**config.mk**
```make
export PLATFORM = sky130hd
export DESIGN_NAME = pipe_stall_ctrl
export DESIGN_NICKNAME = d
export VERILOG_FILES = /design/src/rtl/pipe_stall_ctrl_pkg.sv /design/src/rtl/pipe_stall_ctrl_mc_seq.sv /design/src/rtl/pipe_stall_ctrl.sv
export SDC_FILE = /design/constraint.sdc
export NUM_CORES = 1
export LEC_CHECK = 0
export CORE_ASPECT_RATIO = 1.5
export CORE_MARGIN = 10
export CORE_UTILIZATION = 35
export CTS_CLUSTER_SIZE = 40
export DETAILED_ROUTE_END_ITERATION = 6
export PLACE_DENSITY = 0.79
export SLEW_MARGIN = 0
export SYNTH_ARGS = -nofsm -noshare
export SYNTH_HDL_FRONTEND = slang
export SYNTH_SLANG_ARGS = --single-unit
```
**constraint.sdc**
```tcl
create_clock -name clk -period 3 [get_ports clk]
set_input_delay 0.6 -clock clk [delete_from_list [all_inputs] [get_ports clk]]
set_output_delay 0.6 -clock clk [all_outputs]
set_load 0.05 [all_outputs]
```
**src/rtl/pipe_stall_ctrl_pkg.sv**
```systemverilog
// Shared definitions for the pipeline stall controller: stall masks, multi-cycle
// sequencer states and the set of load aluops that can cause a load-use hazard.
package pipe_stall_ctrl_pkg;

    localparam int STALL_W = 6;

    // Stall bits: [0] pc, [1] if, [2] id, [3] ex, [4] mem, [5] wb
    localparam logic [STALL_W-1:0] STALL_NONE      = 6'b000000;
    localparam logic [STALL_W-1:0] STALL_IF_MASK   = 6'b000011;
    localparam logic [STALL_W-1:0] STALL_LOAD_MASK = 6'b000111;
    localparam logic [STALL_W-1:0] STALL_MC_MASK   = 6'b001111;
    localparam logic [STALL_W-1:0] STALL_MEM_MASK  = 6'b011111;

    typedef enum logic [1:0] {
        MC_IDLE = 2'd0,
        MC_RUN  = 2'd1,
        MC_DONE = 2'd2
    } mc_state_t;

    localparam logic [7:0] EXE_LB_OP  = 8'b11100000;
    localparam logic [7:0] EXE_LH_OP  = 8'b11100001;
    localparam logic [7:0] EXE_LWL_OP = 8'b11100010;
    localparam logic [7:0] EXE_LW_OP  = 8'b11100011;
    localparam logic [7:0] EXE_LBU_OP = 8'b11100100;
    localparam logic [7:0] EXE_LHU_OP = 8'b11100101;
    localparam logic [7:0] EXE_LWR_OP = 8'b11100110;

    function automatic logic is_load_op(input logic [7:0] op);
        logic hit;
        case (op)
            EXE_LB_OP, EXE_LBU_OP, EXE_LH_OP, EXE_LHU_OP,
            EXE_LW_OP, EXE_LWL_OP, EXE_LWR_OP: hit = 1'b1;
            default:                           hit = 1'b0;
        endcase
        return hit;
    endfunction

endpackage

```
**src/rtl/pipe_stall_ctrl_mc_seq.sv**
```systemverilog
// Multi-cycle EX op sequencer: IDLE -> MC_RUN -> MC_DONE with a down-counter,
// cancel to IDLE from any state, and MC_DONE held while the memory stage stalls.
module pipe_stall_ctrl_mc_seq
    import pipe_stall_ctrl_pkg::*;
#(
    parameter int MC_CNT_W = 6
) (
    input  logic                clk,
    input  logic                rst,
    input  logic                start,
    input  logic [MC_CNT_W-1:0] cycles,
    input  logic                cancel,
    input  logic                hold,
    output logic                accept,
    output logic                busy,
    output logic                done
);

    localparam logic [MC_CNT_W-1:0] CNT_ONE = {{(MC_CNT_W-1){1'b0}}, 1'b1};

    mc_state_t           state_reg, state_next;
    logic [MC_CNT_W-1:0] cnt_reg, cnt_next;
    logic [MC_CNT_W-1:0] op_len;

    // A zero-length op still needs one cycle for the result to appear.
    assign op_len = (cycles == '0) ? CNT_ONE : cycles;

    always_ff @(posedge clk) begin
        if (rst) begin
            state_reg <= MC_IDLE;
            cnt_reg   <= '0;
        end else begin
            state_reg <= state_next;
            cnt_reg   <= cnt_next;
        end
    end

    // The start cycle itself counts as the first op cycle, so the counter holds
    // the cycles remaining after it; done then lands exactly op_len cycles later.
    always_comb begin
        state_next = state_reg;
        cnt_next   = cnt_reg;
        accept     = 1'b0;
        if (cancel) begin
            state_next = MC_IDLE;
            cnt_next   = '0;
        end else begin
            case (state_reg)
                MC_IDLE: begin
                    if (start) begin
                        accept = 1'b1;
                        if (op_len == CNT_ONE) begin
                            state_next = MC_DONE;
                            cnt_next   = '0;
                        end else begin
                            state_next = MC_RUN;
                            cnt_next   = op_len - CNT_ONE;
                        end
                    end
                end
                MC_RUN: begin
                    if (cnt_reg <= CNT_ONE) begin
                        state_next = MC_DONE;
                        cnt_next   = '0;
                    end else begin
                        cnt_next = cnt_reg - CNT_ONE;
                    end
                end
                MC_DONE: begin
                    if (!hold) begin
                        state_next = MC_IDLE;
                    end
                end
                default: begin
                    state_next = MC_IDLE;
                    cnt_next   = '0;
                end
            endcase
        end
    end

    assign busy = (state_reg == MC_RUN);
    assign done = (state_reg == MC_DONE);

endmodule

```
**src/rtl/pipe_stall_ctrl.sv**
```systemverilog
// Pipeline hazard/stall controller: load-use detection, multi-cycle op sequencing
// and stall-vector merge. Optional stall-cycle counter enabled by STALL_PERF_CNT_EN.
module pipe_stall_ctrl
    import pipe_stall_ctrl_pkg::*;
#(
    parameter int MC_CNT_W = 6,
    parameter int PERF_W   = 32
) (
    input  logic                clk,
    input  logic                rst,
    input  logic                id_reg1_read,
    input  logic [4:0]          id_reg1_addr,
    input  logic                id_reg2_read,
    input  logic [4:0]          id_reg2_addr,
    input  logic [7:0]          ex_aluop,
    input  logic                ex_wreg,
    input  logic [4:0]          ex_wd,
    input  logic                ex_mc_start,
    input  logic [MC_CNT_W-1:0] ex_mc_cycles,
    input  logic                mc_cancel,
    input  logic                stallreq_if,
    input  logic                stallreq_mem,
    output logic [5:0]          stall_o,
    output logic                load_stall_o,
    output logic                mc_busy_o,
    output logic                mc_done_o,
    output logic [PERF_W-1:0]   stall_cycles_o
);

    logic               load_hazard;
    logic               mc_accept;
    logic               mc_busy;
    logic               mc_done;
    logic               mc_stall;
    logic [STALL_W-1:0] src_mask [4];
    logic [STALL_W-1:0] stall_merged;

    pipe_stall_ctrl_mc_seq #(
        .MC_CNT_W (MC_CNT_W)
    ) u_mc_seq (
        .clk    (clk),
        .rst    (rst),
        .start  (ex_mc_start),
        .cycles (ex_mc_cycles),
        .cancel (mc_cancel),
        .hold   (stallreq_mem),
        .accept (mc_accept),
        .busy   (mc_busy),
        .done   (mc_done)
    );

    // $0 is never a real dependency, so a load targeting it cannot cause a hazard.
    assign load_hazard = is_load_op(ex_aluop) && ex_wreg && (ex_wd != 5'd0) &&
                         ((id_reg1_read && (id_reg1_addr == ex_wd)) ||
                          (id_reg2_read && (id_reg2_addr == ex_wd)));

    assign mc_stall = mc_accept || mc_busy;

    assign src_mask[0] = stallreq_mem ? STALL_MEM_MASK  : STALL_NONE;
    assign src_mask[1] = mc_stall     ? STALL_MC_MASK   : STALL_NONE;
    assign src_mask[2] = load_hazard  ? STALL_LOAD_MASK : STALL_NONE;
    assign src_mask[3] = stallreq_if  ? STALL_IF_MASK   : STALL_NONE;

    genvar gi;
    generate
        for (gi = 0; gi < STALL_W; gi++) begin : g_merge
            assign stall_merged[gi] = src_mask[0][gi] | src_mask[1][gi] |
                                      src_mask[2][gi] | src_mask[3][gi];
        end
    endgenerate

    // Outputs read as idle for the whole time reset is held, not just after the edge.
    assign stall_o      = rst ? STALL_NONE : stall_merged;
    assign load_stall_o = !rst && load_hazard;
    assign mc_busy_o    = !rst && mc_busy;
    assign mc_done_o    = !rst && mc_done;

`ifdef STALL_PERF_CNT_EN
    localparam logic [PERF_W-1:0] PERF_ONE = {{(PERF_W-1){1'b0}}, 1'b1};

    logic [PERF_W-1:0] perf_reg;

    always_ff @(posedge clk) begin
        if (rst) begin
            perf_reg <= '0;
        end else if (stall_merged[0] && (perf_reg != '1)) begin
            perf_reg <= perf_reg + PERF_ONE;
        end
    end

    assign stall_cycles_o = rst ? '0 : perf_reg;
`else
    assign stall_cycles_o = '0;
`endif

endmodule
```
==> reports/qor.yml, run 1 <==
cts_num_sinks: 8
ant_nets: 0
cts-root-buf: "clkbuf_8"
r2r_end: "u_mc_seq.cnt_reg[3]"
cap_violations: 0
syn_inst: 147
drive_above_1_share: 0.117
die_w_um: 66.1
slew_viol_final: 0
firstDrtPassIters: 4
overflow: 0
rows: 25
die_h_um: 89.1
drtIter0Drc: 29
syn_area_mm2: 0.00111
h-tree-depth: 1
grt_pass1_wl_um: 5450
rsz0062_at_grt: "no"
antenna_found_initial: 0
finalHoldViolations: 0
layout_setup_ws_ns: 0.206
die_area_mm2: 0.00588
num_io_pins: 79
critPathKind: "input port to primary output"
gp_congestion: 0.931
portBuffers: 45
synth_cell_types: 46
largest_reg_flops: 6
grt_max_degree: 13
r2r-start: "u_mc_seq.cnt_reg[0]"
synth_ff_type: "dfxtp_1"
pre_cts_slack_ns: 0.150
seq_area_frac_synth: 0.144
cts_setup_buffers: 0
crit_fanout: 3
clkTransAtPathRegs_ns: 0.04
cts_tree: "built"
dp_hpwl_um: 2970
grt_pass1_vias: 1274
coreArea_mm2: 0.00310
ff2ff_path_depth: 6
fin_crit_sh: 0.931
worstHoldEndpoint: "u_mc_seq.cnt_reg[5]"
seqCellArea_um2: 160
period_minus_slack_ns: 2.79
finalNetCount: 240
diodes: 0
clock-skew-final_ns: 0.00264
start_kind: "input port"
status: "completed"
start_util: 0.360
vias_per_cell: 4.89
cts-buffers-inserted: 3
clk_latency_ns: 0.24
fin_setup_tns_ns: 0
hold_path.class: "flip-flop to flip-flop"
fillers: 305
synth-edff-count: 0
clock.fmax_mhz: 358
avgSynthCellArea_um2: 7.58
finalPower_mw: 0.528
cts_max_path_buffers: 2
min_from: "u_mc_seq.cnt_reg[5]"
cts_resized: 0
crit_required_ns: 2.40
powerDensity_mw_per_mm2: 332
power_leakage_nw: 0.674
drt_wl_total_um: 3380
reg2reg_slack_ns: 1.28
cp-end-kind: "primary output"
setup_viol: 0
drc: 0
worst_hold_path.num_cells: 1
cts_hold_buf: 0
placed_cells: 233
async_reset_ff_frac: 0
worstPathArrival_ns: 2.19
finalNonFillerCells: 236
multiInputGateArea_um2: 783
area_growth_pct: 42.9
wl_per_cell_um: 14.3
ys_warn_count: 0
peakVddDrop_mv: 0.179
fin_hold_ws_ns: 0.502
ys_seq_elements: 8
grtUsageTotal: 0.117
vias: 1153
-- cells in the final DEF, fill, tap and decap left out, drive strengths merged, types with 5 or more instances in the layout --
master	instances
o21ai	9
clkdlybuf4s50	37
a21oi	8
xor2	9
nor4	6
dfxtp	8
conb	33
buf	13
nor2b	5
inv	6
nor2	9
nand2	5
-- how the worst max path moves through the flow --
stage	from	endpoint	slack [ns]
final	ex_wd[4]	stall_o[0]	0.21
after CTS	ex_wd[4]	stall_o[1]	0.16
after global routing	ex_wd[4]	stall_o[1]	0.07
after global placement	ex_wd[4]	stall_o[2]	0.16
after floorplan	ex_wd[3]	stall_o[1]	0.14
after detailed placement	ex_mc_cycles[5]	u_mc_seq.cnt_reg[2]	0.15
-- Yosys cell counts, types with 2 or more instances --
cell,number,share of area
or3_1,2,0.011
xor2_1,9,0.071
nand3_1,3,0.013
o31ai_1,2,0.013
nand2_1,5,0.017
o211ai_1,2,0.013
o2bb2ai_1,2,0.016
xnor2_1,2,0.016
dfxtp_1,8,0.14
nor3_1,2,0.0090
nor2b_1,5,0.028
nor3b_1,2,0.013
o21ai_2,2,0.016
nor4_1,6,0.034
a22o_1,3,0.024
o22ai_1,2,0.011
buf_4,34,0.23
o21ai_1,2,0.0090
inv_1,6,0.020
o21ai_0,5,0.022
a21oi_1,8,0.036
nor2_1,8,0.027
ha_1,4,0.045
-- through the flow --
stage / utilization / area (um^2)
after floorplan: - / 1230
after global placement: 0.501 / 1550
after detailed placement: 0.501 / 1550
after CTS: 0.514 / 1590
after global routing: 0.514 / 1590
final: 0.514 / 1590
-- per-layer routing --
metal	vias to the layer above	wire length, um	global-route usage
met2	73	1510	0.187
li1	560	-	-
met4	0	108	0.0727
met1	511	1070	0.0993
met5	-	0	0
met3	9	692	0.0941
-- power by group --
group / switching (mW) / internal (mW) / total, mW
registers: 0.00803 / 0.112 / 0.120
logic: 0.175 / 0.0989 / 0.274
clock network: 0.0474 / 0.0873 / 0.135
-- final cells by class --
class / instances / area share
clock buffers: 3 / 0.0259
inverters: 7 / 0.0165
multi-input cells: 128 / 0.492
flip-flops and latches: 8 / 0.101
well taps: 40 / 0.0314
repair buffers: 50 / 0.333
-- cells by family after synthesis --
family,count (synthesis),share of synthesized area
compound gates,35,0.226
xor+xnor,11,0.0865
fa+ha+maj,4,0.0449
buf+inv,43,0.261
flops,8,0.144
other cells,1,0.00337
simple gates,45,0.235
-- critical path, stage by stage --
cell and delay [ns]:
clkdlybuf4s50_1 0.48, xor2_1 0.19, nor4_1 0.34, a32oi_1 0.14, o21ai_1 0.15, buf_4 0.15, buf_12 0.13
No activity file was read; power rests on OpenSTA's default activity.
==> run 2: changes to the inputs <==
ABC_AREA = 1   (was default)
PLACE_DENSITY = 0.78   (was 0.79)
==> run 2 against run 1 <==
  * Combinational power about the same
  * Worst hold slack worse by 0.039 ns
  * Register-to-register slack better by 0.29 ns
  * Area after synthesis up 1.6%
  * Routed wire length down 2.2%
  * Design area down 0.71%
  * Die area up 1.2%
  * Highest routed layer unchanged
  * Sequential power down 3%
  * Critical path type unchanged
==> reports/qor.yml, run 2 <==
status: "completed"
grtUsageTotal: 0.102
drtIter0Drc: 48
crit_required_ns: 2.40
async_reset_ff_frac: 0
clkTransAtPathRegs_ns: 0.04
overflow: 0
cts_num_sinks: 8
final_area_mm2: 0.00158
cts-buffers-inserted: 3
rsz0062_at_grt: "no"
synth_top_area_cell: "buf_4"
cp-end-kind: "primary output"
grt_pass1_vias: 1183
cts_setup_buffers: 0
crit_fanout: 6
ys_seq_elements: 8
critPathKind: "input port to primary output"
diodes: 0
hold_path.class: "flip-flop to flip-flop"
start_kind: "input port"
finalPower_mw: 0.515
syn_area_mm2: 0.00113
antenna_found_initial: 0
vias: 1135
cts_resized: 0
slew_viol_final: 0
seq_area_frac_synth: 0.142
clk_latency_ns: 0.22
synth_cell_types: 28
power_leakage_nw: 0.776
cts_hold_buf: 0
setup_viol: 0
finalNetCount: 270
clock-skew-final_ns: 0.000904
die_area_mm2: 0.00595
layout_commonest_cell: "clkdlybuf4s50_1"
synthTopCellsByArea: "buf_4 23%, dfxtp_1 14%, nand2_1 11%, inv_1 7.6%, nand3_1 5.3%"
yosysMostFrequentCell: "buf_4"
rows: 25
num_io_pins: 79
vias_per_cell: 4.27
mostFrequentLayoutCells: "37 x clkdlybuf4s50_1, 33 x nand2_1, 33 x conb_1"
firstDrtPassIters: 4
cts-root-buf: "clkbuf_8"
coreArea_mm2: 0.00313
area_growth_pct: 39.7
period_minus_slack_ns: 2.63
netlist_top_cells_count: "34 x buf_4, 33 x nand2_1, 23 x inv_1"
drt_wl_total_um: 3300
grt_pass1_wl_um: 4990
wl_per_cell_um: 12.4
synth_ff_type: "dfxtp_1"
syn_inst: 180
dp_hpwl_um: 3030
peakVddDrop_mv: 0.255
synth_top_cell_area_share: 0.226
fin_setup_tns_ns: 0
finalHoldViolations: 0
avgSynthCellArea_um2: 6.28
gp_congestion: 0.809
worstPathArrival_ns: 2.03
placed_area_mm2: 0.00154
clock.fmax_mhz: 380
synth-edff-count: 0
h-tree-depth: 1
drc: 0
start_util: 0.362
die_w_um: 66.4
die_h_um: 89.6
ant_nets: 0
drive_above_1_share: 0.102
portBuffers: 45
cap_violations: 0
ys_warn_count: 0
cts_tree: "built"
fin_hold_ws_ns: 0.462
powerDensity_mw_per_mm2: 326
fin_crit_sh: 0.877
grt_max_degree: 9
cts_max_path_buffers: 2
largest_reg_flops: 6
==> run 2: changes by cell type in the layout (fill, tap and decap cells not counted), moves of 5 or more <==
| cell | previous run | this run |
|---|---|---|
| nand2_1 | 5 | 33 |
| inv_1 | 6 | 23 |
| nand3_1 | 3 | 12 |
| nor2_1 | 8 | 16 |
| nor4_1 | 6 | 0 |
| buf_4 | 8 | 3 |
| nor2b_1 | 5 | 0 |
==> run 2: path summary, 6_finish.rpt <==
kind,cells past startpoint,from,slack [ns],end
worst min register to register,2,u_mc_seq.cnt_reg[1],0.46,u_mc_seq.cnt_reg[1]
worst max-delay path,9,rst,0.37,stall_o[1]
worst max register to register,9,u_mc_seq.cnt_reg[0],1.57,u_mc_seq.cnt_reg[4]
worst min-delay path,2,u_mc_seq.cnt_reg[1],0.46,u_mc_seq.cnt_reg[1]
==> run 2: metal layers <==
| metal | vias to the layer above | wire [um] | GRT usage |
|---|---|---|---|
| li1 | 599 | - | - |
| met1 | 488 | 1160 | 0.101 |
| met2 | 44 | 1830 | 0.197 |
| met3 | 4 | 287 | 0.0273 |
| met4 | 0 | 29 | 0.0344 |
| met5 | - | 0 | 0 |
==> run 2: through the flow <==
step	cells	setup slack, ns	utilization
floorplan	212	0.633	-
global placement	263	0.395	0.492
detailed placement	263	0.358	0.492
CTS	266	0.354	0.505
global route	266	0.177	0.505
finish	266	0.368	0.505
==> run 2: final cells by class <==
| type | instances | area, um^2 |
|---|---|---|
| fill | 321 | 1550 |
| multi-input combinational | 143 | 734 |
| timing repair buffer | 45 | 493 |
| sequential | 8 | 160 |
| inverter | 27 | 101 |
| tap | 40 | 50.0 |
| clock buffer | 3 | 41.3 |
==> run 2: logic make-up after synthesis <==
logic type               after synthesis  synth area share
other                                  1           0.00332
buffers and inverters                 61             0.315
AND/OR/NAND/NOR                       73             0.281
XOR/XNOR                               9            0.0697
adder cells (fa/ha/maj)                4            0.0442
AO/OA/AOI/OAI                         24             0.145
flip-flops                             8             0.142
==> run 2: critical path, cell delays in order <==
cell and delay [ns]:
clkdlybuf4s50_1 0.49, nor2_1 0.14, nand3b_1 0.09, nor2_1 0.09, nand2_1 0.05, a31oi_1 0.13
nand2_1 0.10, nand2_1 0.18, buf_12 0.17
==> run 2: where the power goes <==
group | total [mW] | internal [mW] | switching [mW]
combinational | 0.274 | 0.0939 | 0.180
sequential | 0.116 | 0.112 | 0.00479
clock | 0.125 | 0.0866 | 0.0382
==> run 3: changes to the inputs <==
SKIP_CTS_REPAIR_TIMING = 1   (was default)
==> results of run 3 <==
Same layout as run 2: the final DEF is identical, and so are final timing and power.
